$ cat src/rtl/dmem_arbiter.sv
// Shares the single data-memory port between the MEM stage and an external requester.
// The CPU wins by default. A starved external side gets a bounded forced burst.
module dmem_arbiter #(
  parameter int unsigned ADDR_W    = 32,
  parameter int unsigned DATA_W    = 32,
  parameter int unsigned MAX_WAIT  = 4,
  parameter int unsigned MAX_BURST = 4
) (
  input  logic              clk,
  input  logic              reset,
  input  logic              cpu_req,
  input  logic              cpu_we,
  input  logic [ADDR_W-1:0] cpu_addr,
  input  logic [DATA_W-1:0] cpu_wdata,
  output logic [DATA_W-1:0] cpu_rdata,
  output logic              cpu_stall,
  input  logic              ext_req,
  input  logic              ext_we,
  input  logic [ADDR_W-1:0] ext_addr,
  input  logic [DATA_W-1:0] ext_wdata,
  output logic              ext_gnt,
  output logic [DATA_W-1:0] ext_rdata,
  output logic              ext_rvalid,
  output logic              mem_we,
  output logic [ADDR_W-1:0] mem_addr,
  output logic [DATA_W-1:0] mem_wdata,
  input  logic [DATA_W-1:0] mem_rdata
);

  localparam int unsigned WaitW  = (MAX_WAIT > 1) ? $clog2(MAX_WAIT) : 1;
  localparam int unsigned BurstW = (MAX_BURST > 1) ? $clog2(MAX_BURST) : 1;
  localparam logic [WaitW-1:0]  WaitLast  = WaitW'(MAX_WAIT - 1);
  localparam logic [BurstW-1:0] BurstLast = BurstW'(MAX_BURST - 1);

  typedef enum logic [0:0] {OwnCpu, OwnExt} state_e;

  state_e              state_q, state_d;
  logic [WaitW-1:0]    wait_q, wait_d;
  logic [BurstW-1:0]   burst_q, burst_d;
  logic                rvalid_q, rvalid_d;
  logic [DATA_W-1:0]   rdata_q, rdata_d;

  always_ff @(posedge clk) begin
    if (reset) begin
      state_q  <= OwnCpu;
      wait_q   <= '0;
      burst_q  <= '0;
      rvalid_q <= 1'b0;
      rdata_q  <= '0;
    end else begin
      state_q  <= state_d;
      wait_q   <= wait_d;
      burst_q  <= burst_d;
      rvalid_q <= rvalid_d;
      rdata_q  <= rdata_d;
    end
  end

  always_comb begin
    state_d = state_q;
    wait_d  = wait_q;
    burst_d = burst_q;
    unique case (state_q)
      OwnCpu: begin
        if (ext_req && cpu_req) begin
          if (wait_q == WaitLast) begin
            state_d = OwnExt;
            wait_d  = '0;
            burst_d = '0;
          end else begin
            wait_d = wait_q + WaitW'(1);
          end
        end else begin
          wait_d = '0;
        end
      end
      OwnExt: begin
        // In OwnExt every cycle with ext_req present is a granted beat.
        if (!ext_req || burst_q == BurstLast) begin
          state_d = OwnCpu;
          burst_d = '0;
        end else begin
          burst_d = burst_q + BurstW'(1);
        end
      end
      default: state_d = OwnCpu;
    endcase
  end

  always_comb begin
    ext_gnt   = ext_req && (state_q == OwnExt || !cpu_req);
    cpu_stall = cpu_req && ext_gnt;
    cpu_rdata = mem_rdata;
    if (ext_gnt) begin
      mem_we    = ext_we;
      mem_addr  = ext_addr;
      mem_wdata = ext_wdata;
    end else begin
      mem_we    = cpu_req && cpu_we;
      mem_addr  = cpu_addr;
      mem_wdata = cpu_wdata;
    end
  end

  always_comb begin
    rvalid_d = ext_gnt && !ext_we;
    rdata_d  = rvalid_d ? mem_rdata : rdata_q;
  end

  assign ext_rvalid = rvalid_q;
  assign ext_rdata  = rdata_q;

endmodule
$ cat config.mk
export PLATFORM = sky130hd
export DESIGN_NAME = dmem_arbiter
export DESIGN_NICKNAME = d
export VERILOG_FILES = /design/src/rtl/dmem_arbiter.sv
export SDC_FILE = /design/constraint.sdc
export NUM_CORES = 1
export LEC_CHECK = 0
export ABC_CLOCK_PERIOD_IN_PS = 3600
export BUFFER_PORTS_ARGS = -buffer_cell sky130_fd_sc_hd__buf_2
export CAP_MARGIN = 30
export CELL_PAD_IN_SITES_DETAIL_PLACEMENT = 0
export CELL_PAD_IN_SITES_GLOBAL_PLACEMENT = 2
export CORE_MARGIN = 3
export CORE_UTILIZATION = 17
export DETAILED_ROUTE_END_ITERATION = 10
export PLACE_DENSITY = 0.94
export SYNTH_ARGS = -nofsm -noshare
export SYNTH_HDL_FRONTEND = slang
export SYNTH_SLANG_ARGS = --single-unit
$ cat constraint.sdc
create_clock -name clk -period 3.6 [get_ports clk]
set_clock_uncertainty 0.05 [all_clocks]
set_input_delay 0 -clock clk [delete_from_list [all_inputs] [get_ports clk]]
set_output_delay 0 -clock clk [all_outputs]
set_load 0.01 [all_outputs]
* Word level (Yosys, flattened, before mapping)
Cells that the tools add are included.
** Operators by class
- $add $sub $neg :: 2
- Eq/ne operators :: 4
- Muxes and demuxes :: 13
- Bitwise operators :: 1
- Reductions and logical operators :: 11
** Operator list (number)
- 2-to-1 mux 32 bit :: 2
- 2-to-1 mux 2 bit :: 5
- logical AND 1 bit :: 5
- adder 2 x 1 -> 2 bit, second input constant :: 2
- equality test 2 bit, second input constant :: 2
- 2-to-1 mux 1 bit :: 4
- != test 2 bit, second input constant :: 2
- case mux 2 bit (2 select lines) :: 1
- zero test 1 bit :: 3
- logical OR 1 bit :: 2
- case mux 1 bit (2 select lines) :: 1
- AND reduction 2 bit :: 1
- inverter 1 bit :: 1
** Word-level totals
- Flip-flop bits (word level) :: 38
- Input bits :: 166
- Output and inout bits :: 132
- Word-level logic and storage cells :: 36

* Longest topological paths before layout
Gate-level depths: netlist of the first run.
- Depth after elaboration :: 4
- Mapped depth :: 6
- Mapped depth without buffers :: 4

* Least setup slack after synthesis of the first run
OpenSTA, ideal clock, no wires.
- Path type :: flip-flop to output port
- Start point :: register state_q
- End point :: output mem_addr[0]
- Arrival time :: 1.381 ns
- Data required time :: 3.550 ns
- Slack :: 2.169 ns
- Stages on the path, launching flop included :: 7
- Path buffers :: 3
- Cell sequence :: dfxtp_1 buf_4 nor2b_4 nand2b_1 buf_4 buf_4 mux2_2
** Between the ends
- Word-level cells in the longest chain between the ends :: 3
** Ends and longest elaborated chain
- start: declaration :: RTL line 37 : state_e state_q, state_d;
- start signal: assignment :: RTL line 45 : state_q <= OwnCpu;
- start signal: assignment :: RTL line 51 : state_q <= state_d;
- logical OR 1 bit :: RTL line 91 : ext_gnt = ext_req && (state_q == OwnExt || !cpu_req);
- logical AND 1 bit :: RTL line 91
- 2-to-1 mux 32 bit :: RTL line 94 : if (ext_gnt) begin
- end: declaration :: RTL line 25 : output logic [ADDR_W-1:0] mem_addr,
Every way passes these cells.

* Worst setup path in the final report of the first run
- Start point :: register state_q
- End point :: output mem_addr[28]
The elaborated chain is that of the path after synthesis.

==> summary.md, run 1 <==
| Metric | Value |
|---|---|
| Synth warn | `0` |
| Initial Utilization | `0.177` |
| Remaining routing DRC violations | `0` |
| CTS Sinks | `38` |
| Nets | `707` |
| Number of fillers in the final layout | `1616` |
| WP buf/inv | `2` |
| CP delay by family, top | `simple AND/OR/NAND/NOR gates` |
| Post-Place Cells | `711` |
| Status | `completed` |
| Layout cell share with drive strength beyond 1 | `0.707` |
| RSZ-0062 raised after global routing | `false` |
| Area Overhead vs Synth | `62.4%` |
| Clock slew at reported path FFs | `around 0.06 ns` |
| DR iter-0 viols | `93` |
| Die X | `130 µm` |
| Unique masters post-synth | `24` |
| Congestion Overflow GR | `0` |
| Worst-Skew Late Latency | `0.28 ns` |
| Hold-fix buffers, CTS | `5` |
| Number of synthesized flops with an enable pin | `0` |
| Crit end category | `primary output` |
| CP required | `3.55 ns` |
| Total global-route track usage | `0.124` |
| Pwr Total | `1.41 mW` |
| Max-cap violations | `0` |
| Tightest Pin Transition | `0.843 ns` |
| Slowest cell delay on critical path | `0.67 ns` |
| Startpoint Class | `register` |
| First-pass GRT wire length | `roughly 16000 µm` |
| CTS tree | `built` |
| P_sw | `between 0.3 and 0.4 mW` |
| Final cell count without fillers | `725` |
| Main synth FF type | `dfxtp_1` |
| Min Clock Period, post-route | `2.47 ns` |
| Rel. slew slack | `0.438` |
| Die Y | `130 µm` |
| Synth Register Bits | `38` |
| CTS Buf Count | `5` |
| WL final | `about 12000 µm` |
| Gpl congestion | `0.928` |
| Post-synth ARST share | `0` |
| I/O pin count | `298` |
| Postcts setup bufs | `0` |
| H-tree levels | `2` |
| Int Pwr | `1.05 mW` |
| Area of the multi-input gates | `1500 µm²` |
| Maximum buffer depth of the clock tree | `2` |
| Most Used Layer, Global Route | `met2` |
| Area post-placement | `4020 µm²` |
| Sequential cell area fraction in the yosys report | `0.289` |
| Clock power share | `0.417` |
| ANT nets after route | `0` |
| Resize count post-CTS | `0` |
| Hpwl dp | `9930 µm` |
| Worst-path cell chain | `nor2b_4 -> nand2b_2 -> buf_4 -> mux2_2 -> buf_2` |
| Final worst path period share | `0.685` |
| Syn_nets | `452` |
| Critical Path Slowest Stage Cell | `nand2b_2` |
| Worst Setup Path Type | `register to primary output` |
| TNS Setup | `0 ns` |
| GR Util met1 | `0.142` |
| Power Dens Cells | `about 330 nW/µm²` |
| Setup Viol. Count Final | `0` |
| Sw Ratio | `0.259` |
| Core Area | `14900 µm²` |
| Root Driver | `clkbuf_16` |
| Flip-flop and latch area | `761 µm²` |
| Most frequent cells in the layout | `buf_2, mux2_2, a21oi_1, dfxtp_1, o21ai_0` |
| Final Cell Area | `4280 µm²` |
| Initial antenna violation count | `3` |
| Pre-antenna DRT Iters | `4` |
| Flop pwr share | `0.311` |
| Most common cell after layout, fill and taps aside | `buf_2` |
| Vias post-DR | `between 3000 and 4000` |
| CP Max Fanout | `33` |
| Post-Syn Area per Cell | `9.27 µm²` |
| Fin Hold WS | `approximately 0.011 ns` |
| Largest net degree at the start of global routing | `around 70` |
| DR vias/cell | `4.24` |
| DIE AREA | `between 15000 and 20000 µm²` |
| Leak | `around 2.1 nW` |
| Synth Instances | `284` |
| Crit path DAT | `between 2 and 2.5 ns` |
| Fmax | `between 0.4 and 0.5 GHz` |
| Hold WC Path Type | `input port to register` |
| GR met3 Demand/Resource | `0.0378` |
| Port-buffer cells | `297` |
| Netlist Area Pre-Place | `2630 µm²` |
| Max Slew Vio Count | `0` |
| Met2 Use GR | `0.221` |
| VDD IR max | `205 µV` |
| Gate power share | `0.272` |
| Wire length per cell | `approximately 16 µm` |
| Fin. Hold Viols | `0` |
| Site Rows | `44` |
| Vias in the first global route | `2855` |
## worst paths after layout
path,start,to,slack (ns),depth (start not counted)
setup / recovery,state_q,mem_addr[28],1.13,5
hold / removal,mem_rdata[10],ext_rdata[10],0.01,3
setup reg to reg,state_q,ext_rdata[0],1.96,4
hold reg to reg,burst_q[1],burst_q[1],0.41,2
## Yosys cell counts, types with 4 or more instances
cell type	number	share of area
mux2_2	64	0.27
dfxtp_1	38	0.29
a21oi_1	38	0.072
clkbuf_1	15	0.021
o21ai_0	32	0.061
nand2_1	5	0.0071
buf_4	38	0.11
buf_2	4	0.0076
or3b_1	26	0.087
or3b_2	6	0.020
## per-layer routing
metal / share of wire / vias to the layer above
met5: 0.0023 / -
met4: 0.012 / 4
li1: - / 1499
met1: 0.38 / 1379
met2: 0.49 / 176
met3: 0.11 / 14
## layout make-up
class / instances / area share
antenna: 1 / 0.000585
clock buffer: 6 / 0.0325
clock inverter: 2 / 0.0140
inverter: 1 / 0.000878
multi-input combinational: 187 / 0.351
sequential: 38 / 0.178
tap: 184 / 0.0538
timing repair buffer: 306 / 0.369
## cell families after synthesis
| kind of cell | Yosys count | share of synthesized area |
|---|---|---|
| compound gates | 71 | 0.135 |
| buf+inv | 59 | 0.143 |
| simple gates | 50 | 0.149 |
| fa+ha+maj | 2 | 0.00950 |
| mux | 64 | 0.274 |
| flops | 38 | 0.289 |
## sequential cells by signal, indices dropped and copies added (netlist names)
name / cells
burst_q: 2
ext_rdata: 32
ext_rvalid: 1
state_q: 1
wait_q: 2
## power groups by stage
stage / Clock, mW / Combinational (mW) / Sequential, mW
6_report: 0.589 / 0.384 / 0.438
5_1_grt: 0.623 / 0.415 / 0.440
4_1_cts: 0.612 / 0.392 / 0.438
3_5_place_dp: 0 / 0.386 / 0.448
3_3_place_gp: 0 / 0.383 / 0.447
2_1_floorplan: 0 / 0.195 / 0.453
## per-stage QoR
step / utilization / setup slack, ns
2_1_floorplan: - / 2.17
3_3_place_gp: 0.269 / 1.46
3_5_place_dp: 0.271 / 1.42
4_1_cts: 0.287 / 1.10
5_1_grt: 0.288 / 1.01
6_report: 0.288 / 1.13
## worst register-to-register path: cells and delay by family, from the launching register on
kind	cells	cell delay [ns]
and+or+nand+nor	2	0.64
buffers and inverters	1	0.27
DFF	1	0.50
AOI/OAI and AO/OA	1	0.12
Power figures use the tool's default switching activity.
==> run 2: changes to the inputs <==
Settings changed: ABC_CLOCK_PERIOD_IN_PS 3600 to 2000, CORE_UTILIZATION 17 to 15, PLACE_DENSITY 0.94 to 0.89.
Clock period 3.6 ns to 2 ns, I/O delays scaled along.
==> run 2 against run 1 <==
Worst setup slack got worse by 1.0 ns. Via count fell by 0.23%. Combinational power rose by 85%. Global-route usage rose by 1.1 points. Die area rose by 13%.
==> summary.md, run 2 (synthesis results as in run 1) <==
| Metric | Value |
|---|---|
| Status | `completed` |
| Initial Utilization | `0.156` |
| Leak | `2.11 nW` |
| R2R Path Start | `state_q` |
| CP required | `1.95 ns` |
| Max Slew Vio Count | `0` |
| ANT nets after route | `0` |
| WL final | `13800 µm` |
| Total global-route track usage | `0.134` |
| Rel. slew slack | `0.485` |
| Die Y | `138 µm` |
| Postcts setup bufs | `0` |
| DR iter-0 viols | `119` |
| TNS Setup | `0 ns` |
| Area Overhead vs Synth | `61.1%` |
| Congestion Overflow GR | `0` |
| Root Driver | `clkbuf_16` |
| Critical Path Slowest Stage Cell | `dfxtp_1` |
| VDD IR max | `273 µV` |
| Nets | `704` |
| Most frequent cells in the layout | `buf_2, mux2_2, a21oi_1, dfxtp_1, o21ai_0` |
| Fin Hold WS | `0.0104 ns` |
| Min Clock Period, post-route | `around 1.9 ns` |
| Clock slew at reported path FFs | `0.06 ns` |
| I/O pin count | `298` |
| Core Area | `16900 µm²` |
| Crit path DAT | `~1.8 ns` |
| Hold WC Path Type | `input port to register` |
| Pwr Total | `around 2.3 mW` |
| Tightest Pin Transition | `0.773 ns` |
| Slowest cell delay on critical path | `0.40 ns` |
| R2R setup slack | `between 0.4 and 0.5 ns` |
| Crit path from | `state_q` |
| Max FFs per register | `32` |
| RSZ-0062 raised after global routing | `false` |
| Final worst path period share | `0.945` |
| Pre-antenna DRT Iters | `4` |
| Remaining routing DRC violations | `0` |
| Maximum buffer depth of the clock tree | `2` |
| Fmax | `between 0.5 and 0.6 GHz` |
| Resize count post-CTS | `1` |
| H-tree levels | `2` |
| Worst-Skew Late Latency | `roughly 0.28 ns` |
| Power Dens Cells | `538 nW/µm²` |
| Gpl congestion | `0.990` |
| First-pass GRT wire length | `19700 µm` |
| Hold Startpoint | `mem_rdata[7]` |
| Worst Setup Path Type | `register to primary output` |
| Port-buffer cells | `just under 300` |
| Ant. Diodes | `0` |
| Setup Viol. Count Final | `0` |
| Site Rows | `47` |
| CTS Buf Count | `5` |
| Largest net degree at the start of global routing | `between 60 and 70` |
| Hold-fix buffers, CTS | `0` |
| Layout cell share with drive strength beyond 1 | `0.714` |
| Wire length per cell | `approximately 18 µm` |
| Crit end category | `primary output` |
| CTS tree | `built` |
| Most common cell after layout, fill and taps aside | `buf_2` |
| CP Max Fanout | `12` |
| DIE AREA | `19200 µm²` |
| Worst-path cell chain | `nor2b_4 -> nand2b_4 -> buf_4 -> mux2_2 -> buf_2` |
| Vias post-DR | `3065` |
| Fin. Hold Viols | `0` |
| Vias in the first global route | `2998` |
| Hpwl dp | `approximately 12000 µm` |
| Max-cap violations | `0` |
| Startpoint Class | `register` |
| DR vias/cell | `about 4` |
| Initial antenna violation count | `3` |
| CTS Sinks | `38` |
| Die X | `138 µm` |
[run 2: changes by cell type in the layout (fill, tap and decap cells not counted), sizes merged]
cell	change
diode	-1
dlygate4sd3	-5
bufinv	-2
buf	+2
[run 2: final timing paths]
check | to | cells after the start
hold reg to reg | burst_q[1] | 2
hold / removal | ext_rdata[7] | 3
setup / recovery | mem_wdata[22] | 5
setup reg to reg | ext_rdata[27] | 4
[run 2: through the flow]
step / area (µm²) / utilization / worst slack (ns) / instances
floorplan: 2630 / - / 0.569 / 284
global placement: 4100 / 0.243 / 0.335 / 749
detailed placement: 4100 / 0.243 / 0.300 / 749
CTS: 4240 / 0.251 / 0.0839 / 755
global route: 4240 / 0.251 / 0.0107 / 755
finish: 4240 / 0.251 / 0.111 / 755
[run 2: power breakdown]
| part | switching (mW) | internal, mW | leakage (nW) |
|---|---|---|---|
| sequential | 0.00940 | 0.780 | 0.309 |
| clock | 0.298 | 0.482 | 0.0688 |
| combinational | 0.357 | 0.354 | 1.73 |
[run 2: metal layers]
layer	routed length (µm)	GRT usage
met1	5390	0.152
met2	6770	0.242
met3	1340	0.0456
met4	277	0.0348
met5	31	0
[run 2: final cells by class]
class                   instances  area [µm²]
inverters                       1        3.75
fillers                      1893       12600
repair buffers                303        1560
multi-input cells             187        1510
well taps                     220         275
flip-flops and latches         38         761
clock buffers                   6         139
[run 2: critical path, delay by kind of cell, from the launching register on]
| family | cells | cell delay [ns] |
|---|---|---|
| buffers and inverters | 2 | 0.39 |
| muxes | 1 | 0.37 |
| DFF | 1 | 0.40 |
| and+or+nand+nor | 2 | 0.41 |
==> run 3: changes to the inputs <==
Settings changed: ABC_AREA from default to 1, CORE_UTILIZATION 15 to 13, PLACE_DENSITY 0.89 to 0.8.
==> run 3 against run 2 <==
Fmax is 16% higher. Critical path depth up 3. Sequential share of layout area fell by 1.9 points. Largest cell class unchanged. Die area up 29%. First-iteration DRC count up 14%. Count of clock-buffer cells in the layout is the same. Via count is 27% higher. Highest routed layer is now met4. Total power is 4.4% higher. Hold slack got worse by 0.0077 ns. Wire length fell by 12%.
==> summary.md, run 3 <==
| Metric | Value |
|---|---|
| Site Rows | `54` |
| WL final | `12100 µm` |
| Tightest Pin Transition | `approximately 0.42 ns` |
| Remaining routing DRC violations | `0` |
| Number of synthesized flops with an enable pin | `0` |
| DIE AREA | `about 25000 µm²` |
| Clock slew at reported path FFs | `0.06 ns` |
| TNS Setup | `0 ns` |
| Pwr Total | `2.38 mW` |
| Top cell type's share of synthesized area | `0.329` |
| Max FFs per register | `32` |
| Most frequent cells in the layout | `buf_2, nand2_1, inv_1` |
| I/O pin count | `298` |
| Post-Syn Area per Cell | `approximately 5.4 µm²` |
| Reg2reg path depth | `6` |
| Most common cell after layout, fill and taps aside | `buf_2` |
| Area of the multi-input gates | `1440 µm²` |
| RSZ-0062 raised after global routing | `false` |
| Vias in the first global route | `3258` |
| Gpl congestion | `0.741` |
| Crit end category | `primary output` |
| Rel. slew slack | `0.721` |
| Synth Instances | `550` |
| Layout cell share with drive strength beyond 1 | `0.391` |
| Hold WC Path Type | `input port to register` |
| Max-cap violations | `0` |
| Nets | `978` |
| Core Area | `approximately 22000 µm²` |
| Resize count post-CTS | `0` |
| CTS Buf Count | `5` |
| Fin. Hold Viols | `0` |
| Final Cell Area | `4740 µm²` |
| Congestion Overflow GR | `0` |
| ANT nets after route | `0` |
| Number of fillers in the final layout | `2583` |
| Area post-placement | `4500 µm²` |
| Max Slew Vio Count | `0` |
| Synth Register Bits | `38` |
| Final worst path period share | `0.814` |
| Die X | `about 160 µm` |
| Wire length per cell | `11.1 µm` |
| Total global-route track usage | `0.0851` |
| CP required | `~2.0 ns` |
| First-pass GRT wire length | `16900 µm` |
| Area Overhead vs Synth | `59.1%` |
| Sequential cell area fraction in the yosys report | `0.255` |
| Crit path DAT | `1.58 ns` |
| Ant. Diodes | `0` |
| H-tree levels | `2` |
| Setup Viol. Count Final | `0` |
| Main area contributors after synthesis | `nand2_1, dfxtp_1, inv_1` |
| DR vias/cell | `3.56` |
| Status | `completed` |
| Unique masters post-synth | `20` |
| Synth warn | `0` |
| Leak | `3.02 nW` |
| Post-synth top cells | `nand2_1, inv_1, nor2_1` |
| Worst Setup Path Type | `register to primary output` |
| Hold Crit Depth | `5` |
| Post-Place Cells | `1073` |
| Port-buffer cells | `297` |
| Vias post-DR | `3881` |
| Cell with the most instances after synthesis | `nand2_1` |
| Root Driver | `clkbuf_16` |
| Flip-flop and latch area | `761 µm²` |
| Synth area leader | `nand2_1` |
| CP Max Fanout | `65` |
| Startpoint Class | `register` |
| Syn_nets | `718` |
| Final cell count without fillers | `roughly 1100` |
| Netlist Area Pre-Place | `2980 µm²` |
| Post-synth ARST share | `0` |
| Fmax | `approximately 0.6 GHz` |
| Worst-Skew Late Latency | `~0.27 ns` |
| VDD IR max | `264 µV` |
| Main synth FF type | `dfxtp_1` |
| Pre-antenna DRT Iters | `4` |
| DR iter-0 viols | `136` |
| Initial antenna violation count | `0` |
| CTS Sinks | `38` |
| Pre-CTS setup slack | `0.649 ns` |
| Maximum buffer depth of the clock tree | `2` |
| CTS tree | `built` |
| Initial Utilization | `0.135` |
| Min Clock Period, post-route | `1.63 ns` |
| Setup ws final | `0.372 ns` |
| Hpwl dp | `9460 µm` |
| Largest net degree at the start of global routing | `67` |
| Die Y | `between 150 and 200 µm` |
| Power Dens Cells | `502 nW/µm²` |
-- run 3: changes by cell type after synthesis, sizes merged, moves of 11 or more --
cell / delta
nand2: +258
inv: +98
mux2: -64
nor2: +38
a21oi: -35
nand4: +32
or3b: -32
o21ai: -29
buf: +11
-- run 3: worst paths after layout --
check / startpoint / end / slack, ns
worst min-delay path: mem_rdata[12] / ext_rdata[12] / 0.003
worst max register to register: state_q / ext_rdata[3] / 0.67
worst min register to register: wait_q[1] / wait_q[1] / 0.42
worst max-delay path: state_q / mem_addr[31] / 0.37
-- run 3: timing repair --
action                                 in CTS  in global routing
setup buffers                               0                  0
hold buffers                               10                  0
endpoints found under the hold margin      13                  0
-- run 3: layout make-up --
cell class	count	area share
multi-input combinational	349	0.304
clock buffer	6	0.0272
tap	280	0.0738
clock inverter	2	0.00290
sequential	38	0.160
timing repair buffer	315	0.352
inverter	101	0.0799
-- run 3: per-stage QoR --
step                      hold WS (ns)   util
after global routing            0.0213  0.214
after CTS                     0.000683  0.214
after global placement           0.151  0.203
after floorplan                 0.0191      -
final                          0.00266  0.214
after detailed placement         0.149  0.203
-- run 3: critical path, cell delays in order, from the launching register on --
cell and delay [ns]:
dfxtp_1 0.38, inv_2 0.10, nand2_4 0.08, nand2_2 0.07, inv_2 0.09, buf_12 0.24, nand2_1 0.08, nand2_1 0.07
buf_2 0.13
-- run 3: where the power goes --
part           internal (mW)  leakage (nW)  total, mW  switching [mW]
clock                  0.463        0.0708      0.786           0.323
combinational          0.354          2.64      0.787           0.433
sequential             0.793         0.311      0.809          0.0164
-- run 3: cell families (layout without fill, tap and decap cells) --
family,after synthesis,in the layout,share of synthesized area
AO/OA/AOI/OAI,7,7,0.0126
adder cells (fa/ha/maj),2,2,0.00839
buffers and inverters,163,424,0.262
flip-flops,38,38,0.255
AND/OR/NAND/NOR,340,340,0.462
-- run 3: routing by layer --
metal  GRT usage  share of wire
met5           0              0
met3      0.0267           0.10
met1      0.0901           0.38
met2       0.166           0.51
met4      0.0140         0.0086
